## src/rtl/cmd_queue_comm.sv

```systemverilog
// cmd_queue_comm: buffers up to DEPTH commands of CMD_W bits and sends each one MSB byte first
// over a byte-wide UART TX handshake. It then waits, with a timeout, for a one-byte response
// and reports a status for every command.
// Ports: clk/rst (synchronous, active-high).
//   cmd_in/cmd_wr enqueue a command; full/empty/count show occupancy; ovf flags a dropped write.
//   tx_data/trmt/tx_done form the transmitter handshake.
//   rx_data/rx_rdy/clr_rx_rdy form the receiver handshake.
//   resp/resp_vld/cmd_ok/cmd_err/tmo report the per-command result; busy means not IDLE.
// Optional: define CMD_RETRY_EN to resend a timed-out command up to MAX_RETRY more times.
module cmd_queue_comm #(
  parameter int         CMD_W       = 16,
  parameter int         DEPTH       = 8,
  parameter int         TIMEOUT_CYC = 1000000,
  parameter int         MAX_RETRY   = 2,
  parameter logic [7:0] RESP_DONE   = 8'hA5
) (
  input  logic                     clk,
  input  logic                     rst,
  input  logic [CMD_W-1:0]         cmd_in,
  input  logic                     cmd_wr,
  output logic                     full,
  output logic                     empty,
  output logic [$clog2(DEPTH):0]   count,
  output logic                     ovf,
  output logic [7:0]               tx_data,
  output logic                     trmt,
  input  logic                     tx_done,
  input  logic [7:0]               rx_data,
  input  logic                     rx_rdy,
  output logic                     clr_rx_rdy,
  output logic [7:0]               resp,
  output logic                     resp_vld,
  output logic                     cmd_ok,
  output logic                     cmd_err,
  output logic                     tmo,
  output logic                     busy
);
  localparam int NBYTES = CMD_W / 8;
  localparam int AW     = $clog2(DEPTH);
  localparam int TW     = $clog2(TIMEOUT_CYC + 1);

  localparam logic [2:0] S_IDLE      = 3'd0;
  localparam logic [2:0] S_LOAD      = 3'd1;
  localparam logic [2:0] S_SEND      = 3'd2;
  localparam logic [2:0] S_WAIT_TX   = 3'd3;
  localparam logic [2:0] S_WAIT_RESP = 3'd4;
  localparam logic [2:0] S_REPORT    = 3'd5;

  localparam logic [1:0]    IDX_TOP  = 2'(NBYTES - 1);
  localparam logic [TW-1:0] TMO_LAST = TW'(TIMEOUT_CYC - 1);
  localparam logic [AW:0]   FULL_CNT = (AW + 1)'(DEPTH);

  // Reject parameter combinations the datapath cannot represent.
  if ((CMD_W % 8) != 0 || NBYTES < 1 || NBYTES > 4 || DEPTH < 2 || DEPTH > 64 ||
      (DEPTH & (DEPTH - 1)) != 0 || TIMEOUT_CYC < 2 || MAX_RETRY < 0) begin : g_bad_params
    $error("cmd_queue_comm: illegal parameter combination");
  end

  logic [2:0]       state;
  logic [CMD_W-1:0] sreg;
  logic [1:0]       idx;
  logic [1:0]       idx_m1;
  logic [TW-1:0]    tcnt;
  logic             rx_take;

`ifdef CMD_RETRY_EN
  localparam int          RW        = $clog2(MAX_RETRY + 2);
  localparam logic [RW-1:0] RETRY_MAX = RW'(MAX_RETRY);
  logic [RW-1:0]          retry;
`endif

  // ---------------- command FIFO ----------------
  logic [CMD_W-1:0] mem [DEPTH];
  logic [AW-1:0]    wptr, rptr;
  logic [CMD_W-1:0] head;
  logic             push, pop;

  assign push  = cmd_wr && !full;
  assign pop   = (state == S_LOAD);  // LOAD is only entered with the FIFO non-empty
  assign full  = (count == FULL_CNT);
  assign empty = (count == '0);
  assign head  = mem[rptr];

  always_ff @(posedge clk) begin
    if (push) mem[wptr] <= cmd_in;
  end

  always_ff @(posedge clk) begin
    if (rst) begin
      wptr  <= '0;
      rptr  <= '0;
      count <= '0;
      ovf   <= 1'b0;
    end else begin
      ovf <= cmd_wr && full;
      if (push) wptr <= wptr + 1'b1;
      if (pop)  rptr <= rptr + 1'b1;
      case ({push, pop})
        2'b10:   count <= count + 1'b1;
        2'b01:   count <= count - 1'b1;
        default: ;
      endcase
    end
  end

  // ---------------- sequencer ----------------
  // A byte is consumed once: clr_rx_rdy is high in the cycle after the take, and rx_rdy may
  // still be high then, so it must not be taken a second time.
  assign rx_take = rx_rdy && !clr_rx_rdy;
  assign idx_m1  = idx - 2'd1;

  always_ff @(posedge clk) begin
    if (rst) begin
      state      <= S_IDLE;
      sreg       <= '0;
      idx        <= '0;
      tcnt       <= '0;
      tx_data    <= '0;
      resp       <= '0;
      clr_rx_rdy <= 1'b0;
      tmo        <= 1'b0;
`ifdef CMD_RETRY_EN
      retry      <= '0;
`endif
    end else begin
      // Every taken byte is cleared. Outside WAIT_RESP it is simply discarded.
      clr_rx_rdy <= rx_take;
      tmo        <= 1'b0;
      case (state)
        S_IDLE: if (!empty) state <= S_LOAD;
        S_LOAD: begin
          sreg    <= head;
          idx     <= IDX_TOP;
          tx_data <= 8'(head >> ((NBYTES - 1) * 8));
`ifdef CMD_RETRY_EN
          retry   <= '0;
`endif
          state   <= S_SEND;
        end
        S_SEND: state <= S_WAIT_TX;
        S_WAIT_TX: begin
          if (tx_done) begin
            if (idx != '0) begin
              idx     <= idx_m1;
              tx_data <= 8'(sreg >> {idx_m1, 3'b000});
              state   <= S_SEND;
            end else begin
              tcnt  <= '0;
              state <= S_WAIT_RESP;
            end
          end
        end
        S_WAIT_RESP: begin
          tcnt <= tcnt + 1'b1;
          if (rx_take) begin
            // A response that arrives on the terminal count still counts.
            resp  <= rx_data;
            state <= S_REPORT;
          end else if (tcnt == TMO_LAST) begin
`ifdef CMD_RETRY_EN
            if (retry < RETRY_MAX) begin
              retry   <= retry + 1'b1;
              idx     <= IDX_TOP;
              tx_data <= 8'(sreg >> ((NBYTES - 1) * 8));
              state   <= S_SEND;
            end else begin
              tmo   <= 1'b1;
              state <= S_IDLE;
            end
`else
            tmo   <= 1'b1;
            state <= S_IDLE;
`endif
          end
        end
        S_REPORT: state <= S_IDLE;
        default:  state <= S_IDLE;
      endcase
    end
  end

  assign trmt     = (state == S_SEND);
  assign busy     = (state != S_IDLE);
  assign resp_vld = (state == S_REPORT);
  assign cmd_ok   = resp_vld && (resp == RESP_DONE);
  assign cmd_err  = (resp_vld && (resp != RESP_DONE)) || tmo;

endmodule

```

## config.mk

```make
export PLATFORM = sky130hd
export DESIGN_NAME = cmd_queue_comm
export DESIGN_NICKNAME = d
export VERILOG_FILES = /design/src/rtl/cmd_queue_comm.sv
export SDC_FILE = /design/constraint.sdc
export NUM_CORES = 1
export LEC_CHECK = 0
export CAP_MARGIN = 20
export CORE_ASPECT_RATIO = 1.75
export CORE_MARGIN = 1.5
export CORE_UTILIZATION = 30
export CTS_BUF_LIST = sky130_fd_sc_hd__clkbuf_4 sky130_fd_sc_hd__clkbuf_8
export DETAILED_ROUTE_END_ITERATION = 6
export HOLD_SLACK_MARGIN = 0.15
export SLEW_MARGIN = 40
export SYNTH_ARGS = -nofsm -noshare
export SYNTH_HDL_FRONTEND = slang
export SYNTH_SLANG_ARGS = --single-unit
```

## constraint.sdc

```tcl
create_clock -name clk -period 9.5 [get_ports clk]
set_input_delay 1.9 -clock clk [delete_from_list [all_inputs] [get_ports clk]]
set_output_delay 1.9 -clock clk [all_outputs]
set_load 0.02 [all_outputs]
```

# Yosys cells after proc, flatten, opt, wreduce, memory -nomap -nowiden
# Memory sizes are Yosys's and may differ from the RTL's. A register that Yosys moved wholly into a read port is not among the register bits.
# Cells that the tools add are included.
[totals]
regBits = 70
ramBits = 128
inputBits = 29
out_inout_bits = 30
word_cells = 78
mem_count = 1
[mem_list]
columns = ["memory", "words", "word_bits", "rd", "rd_ports_with_merged_regs", "wr", "line", "text"]
rows = [
  ["mem", 8, 16, 1, 1, 1, "73", "logic [CMD_W-1:0] mem [DEPTH];"],
]
[classes]
add_sub_neg = 6
n_eq_ne = 16
shift = 1
muxes = 21
bitwise = 1
reduce_logical = 20
[op_table]
columns = ["operator", "count"]
rows = [
  ["20-bit two-way mux", 2],
  ["20-bit case mux with 2 select lines", 1],
  ["3-bit two-way mux", 7],
  ["20-bit by 1-bit adder with 20-bit output, second input constant", 1],
  ["20-bit == test, second input constant", 1],
  ["8-bit two-way mux", 2],
  ["8-bit case mux with 2 select lines", 1],
  ["16-bit by 5-bit right shift with 8-bit output", 1],
  ["3-bit case mux with 5 select lines", 1],
  ["3-bit AND reduction", 3],
  ["8-bit == test, second input constant", 1],
  ["2-bit != test, second input constant", 4],
  ["8-bit != test, second input constant", 1],
  ["4-bit case mux with 2 select lines", 1],
  ["2-bit nonzero test", 4],
  ["3-bit by 1-bit adder with 3-bit output, second input constant", 2],
  ["3-bit by 2-bit == test with 1-bit output, second input constant", 2],
  ["3-bit == test, second input constant", 2],
  ["1-bit logical AND", 5],
  ["4-bit by 1-bit adder with 4-bit output, second input constant", 1],
  ["4-bit == test, second input constant", 1],
  ["4-bit logical NOT", 1],
  ["2-bit two-way mux", 2],
  ["2-bit case mux with 2 select lines", 1],
  ["other kinds (14)", 17],
]

# Depth between registers and ports, before layout
[depth]
word_depth = 5
depth_mapped = 12
mapped_depth_nobuf = 10

# Least setup slack after synthesis
# No wires, ideal clock.
[synth_timing]
path_type = "input -> register"
from = "input cmd_wr"
to = "memory mem[0][0] (enable)"
setup_time_ns = 0.430
arrival_ns = 3.895
required_ns = 9.070
path_slack_ns = 5.174
path_stages = 3
path_buffers = 1
cell_sequence = "clkbuf_1 > nand2_1 > nor4_1"
[synth_between]
elab_chain_cells = 3
[synth_lines]
columns = ["element", "line", "text"]
rows = [
  ["start, declared", "20", "input logic cmd_wr,"],
  ["1-bit logical AND", "78", "assign push = cmd_wr && !full;"],
  ["1-bit two-way mux", "85", "if (push) mem[wptr] <= cmd_in;"],
  ["1-bit two-way mux (not written as such)", "85", ""],
  ["end, declared", "73", ""],
]
# No other way between the ends.

# Worst setup path in the final report
[layout_timing]
from = "register count[1]"
to = "output full"
[layout_between]
elab_chain_cells = 1
[layout_lines]
columns = ["element", "line", "text"]
rows = [
  ["start, declared", "23", "output logic [$clog2(DEPTH):0] count,"],
  ["start signal, assigned", "99", "2'b10: count <= count + 1'b1;"],
  ["start signal, assigned", "100", "2'b01: count <= count - 1'b1;"],
  ["4-bit == test", "80", "assign full = (count == FULL_CNT);"],
  ["end, declared", "21", "output logic full,"],
]
# No other way between the ends.

==> impl_metrics.ini <==
[floorplanning]
die_h_um = 222.5
die_area_um2 = 28580
placeable_core_area_um2 = 27130
ioPinCount = 59
start_util = 0.3046
placement_rows = 80
die_w_um = 128.4

[final_layout]
post_route_cells_drive_above_1_share = 0.1806
finish.utilization = 0.3615
finish.net_count = 684
final-instance-count-excl-fill = 1039
mostFrequentLayoutCells = 128 x edfxtp_1, 71 x dfxtp_1, 62 x nor2_1, 57 x clkdlybuf4s50_1, 32 x mux4_2
area_growth_pct = 18.69
layout.cells.most_common = edfxtp_1
diodes = 0

[clock_tree]
cts-htree-levels = 1
clock_tree.buffer_depth = 3
cts.repair.resized = 0
cts_made_buffers = 29
post-cts-setup-buffer-count = 0
postCtsHoldBufs = 0
worst_setup_hold_path_clk_slew_ns = 0.06
clock_tree_from_tritoncts = yes
cts_root_buf = clkbuf_8
cts_sinks = 201
insertion_delay_ns = 0.57

[logic_synthesis]
gate_count_after_technology_mapping = 584
netlist-cell-type-count = 52
syn_area_um2 = 8262
ys_async_sr_fraction = 0
synth_edf_count = 128
cells_taking_the_most_area_after_synthesis = edfxtp_1 47%, dfxtp_1 18%, mux4_2 8.7%
synth_sequential_area_ratio = 0.6421
synthesis.area_per_instance_um2 = 14.15
ys.flop_type = edfxtp_1
synth_largest_area_cell = edfxtp_1
synth-warning-count = 0
yosysTopAreaCellShare = 0.4652
ys_seq_elements = 201
syn_nets = 619

[global_route]
grt_pass1_vias = 5097
antenna_found_initial = 0
global_route.overflow_total = 0
grt_usage = 0.1242
grt_max_degree = 56
wire_length_of_the_first_global_routing_pass_mm = 27.76

[setup_path]
worst_path_dominant_cell_family = buffers and inverters
worstPathCellList = or4b_1, inv_1, clkdlybuf4s50_1
startpoint_type = flop
timing.critical_path.slowest_cell_delay_ns = 0.66
worst-path-buf-inv = 2
timing_worst_setup_path_type = reg -> out
cp.arrival_ns = 2.35
cp.required_ns = 7.60
highest_fanout_seen_on_the_critical_path = 11
cpMaxStageDelayCell = or4b_1
endpoint_kind = output pin

[detailed_routing]
firstDrtPassIters = 4
via_density_per_instance = 4.801
avgRoutedWirePerCell_um = 16.73
detail_route.iter0.violations = 337
drc = 0
num_vias = 4988
route.final.wire_length_mm = 17.38
antenna_left = 0

[power_and_ir_drop]
power.static_leakage_uw = 0.003174
ratio_of_total_power_to_cell_area_nw_per_um2 = 237.3
report.power.total_uw = 2326
power.ir.vdd_worst_mv = 0.08399

[placement]
numPortBuffers = 58
hpwlAfterDp_mm = 10.95
placed_cells_incl_taps = 987
gp_congestion = 0.7664

[sta]
slew_headroom = 0.5018
finalSetupTns_ns = 0
timing.final.max_slew_violations = 0
fin_hold_ws_ns = 0.4751
hold_viol_final = 0
fmax_mhz = 235.5
fin_worst_skew_ns = 0.02882
layout_min_cycle_time_ns = 4.246
worst-slew-pin-transition_ns = 0.7457
min_period_over_period = 0.4469
grt_setup_unrepaired = no
setup_viol_count_final = 0

[worst_hold_path]
hold_path_class = reg -> reg

[outcome]
status = finished clean

[flow_run]
drv.max_cap_violation_count = 0
stage by stage:
step	area, µm²	worst slack, ns
floorplan	8262	5.174
finish	9806	5.254
CTS	9806	5.190
global placement	9223	5.113
detailed placement	9233	5.030
global route	9806	5.129
sequential cells by signal (all words and copies together), names as in the netlist, named ones only:
signal / count
clr_rx_rdy: 1
count: 4
idx: 2
mem: 128
ovf: 1
resp: 8
rptr: 3
sreg: 16
state: 3
tcnt: 20
tmo: 1
tx_data: 8
wptr: 3
routing by layer:
layer  up-vias  track usage  part of all wire
met4         0      0.04168             0.019
met1      2499       0.1352              0.40
met3        25      0.02215             0.037
li1       2384            -                 -
met5         -            0                 0
met2        80       0.2371              0.55
final timing paths:
kind | depth (start not counted) | slack (ns) | start | to
max reg2reg | 8 | 6.20 | state[0] | count[3]
max | 3 | 5.25 | count[1] | full
min reg2reg | 2 | 0.48 | rptr[1] | flop
min | 2 | 0.48 | rptr[1] | flop
tightest hold or removal path, delay by kind of cell, from the launching register on:
| family | cells | cell delay, ns |
|---|---|---|
| simple gates | 1 | 0.05 |
| flops | 1 | 0.31 |
| compound gates | 1 | 0.07 |
kinds of logic (layout without fill, tap and decap cells):
logic type	count (synthesis)	count (layout)	synth area share
AO/OA/AOI/OAI	72	72	0.06315
AND/OR/NAND/NOR	184	184	0.1169
XOR/XNOR	7	7	0.007421
multiplexers	68	68	0.1336
adder cells (fa/ha/maj)	6	6	0.009087
buffers and inverters	46	132	0.02771
flip-flops	201	201	0.6421
cell usage after synthesis, types with 7 or more instances:
master	n
edfxtp_1	128
dfxtp_1	73
nor2_1	62
mux4_2	32
nor3_1	25
a21oi_1	23
nand2_1	21
mux2_2	18
mux2i_1	18
o31ai_1	15
clkbuf_1	14
or4_1	13
nand3_1	12
a211oi_1	10
inv_1	10
buf_2	9
nand4_1	7
power breakdown:
group / switching, µW / internal [µW]
Sequential: 72.7 / 1020
Clock: 320 / 366
Combinational: 290 / 262
area by class of cell:
cell class,count,area (µm²)
clock buffers,36,451.7
clock inverters,16,121.4
fillers,2619,17320
inverters,11,41.29
multi-input cells,337,2761
flip-flops and latches,201,5310
well taps,369,461.7
repair buffers,69,658.1
Power figures use the tool's default switching activity.
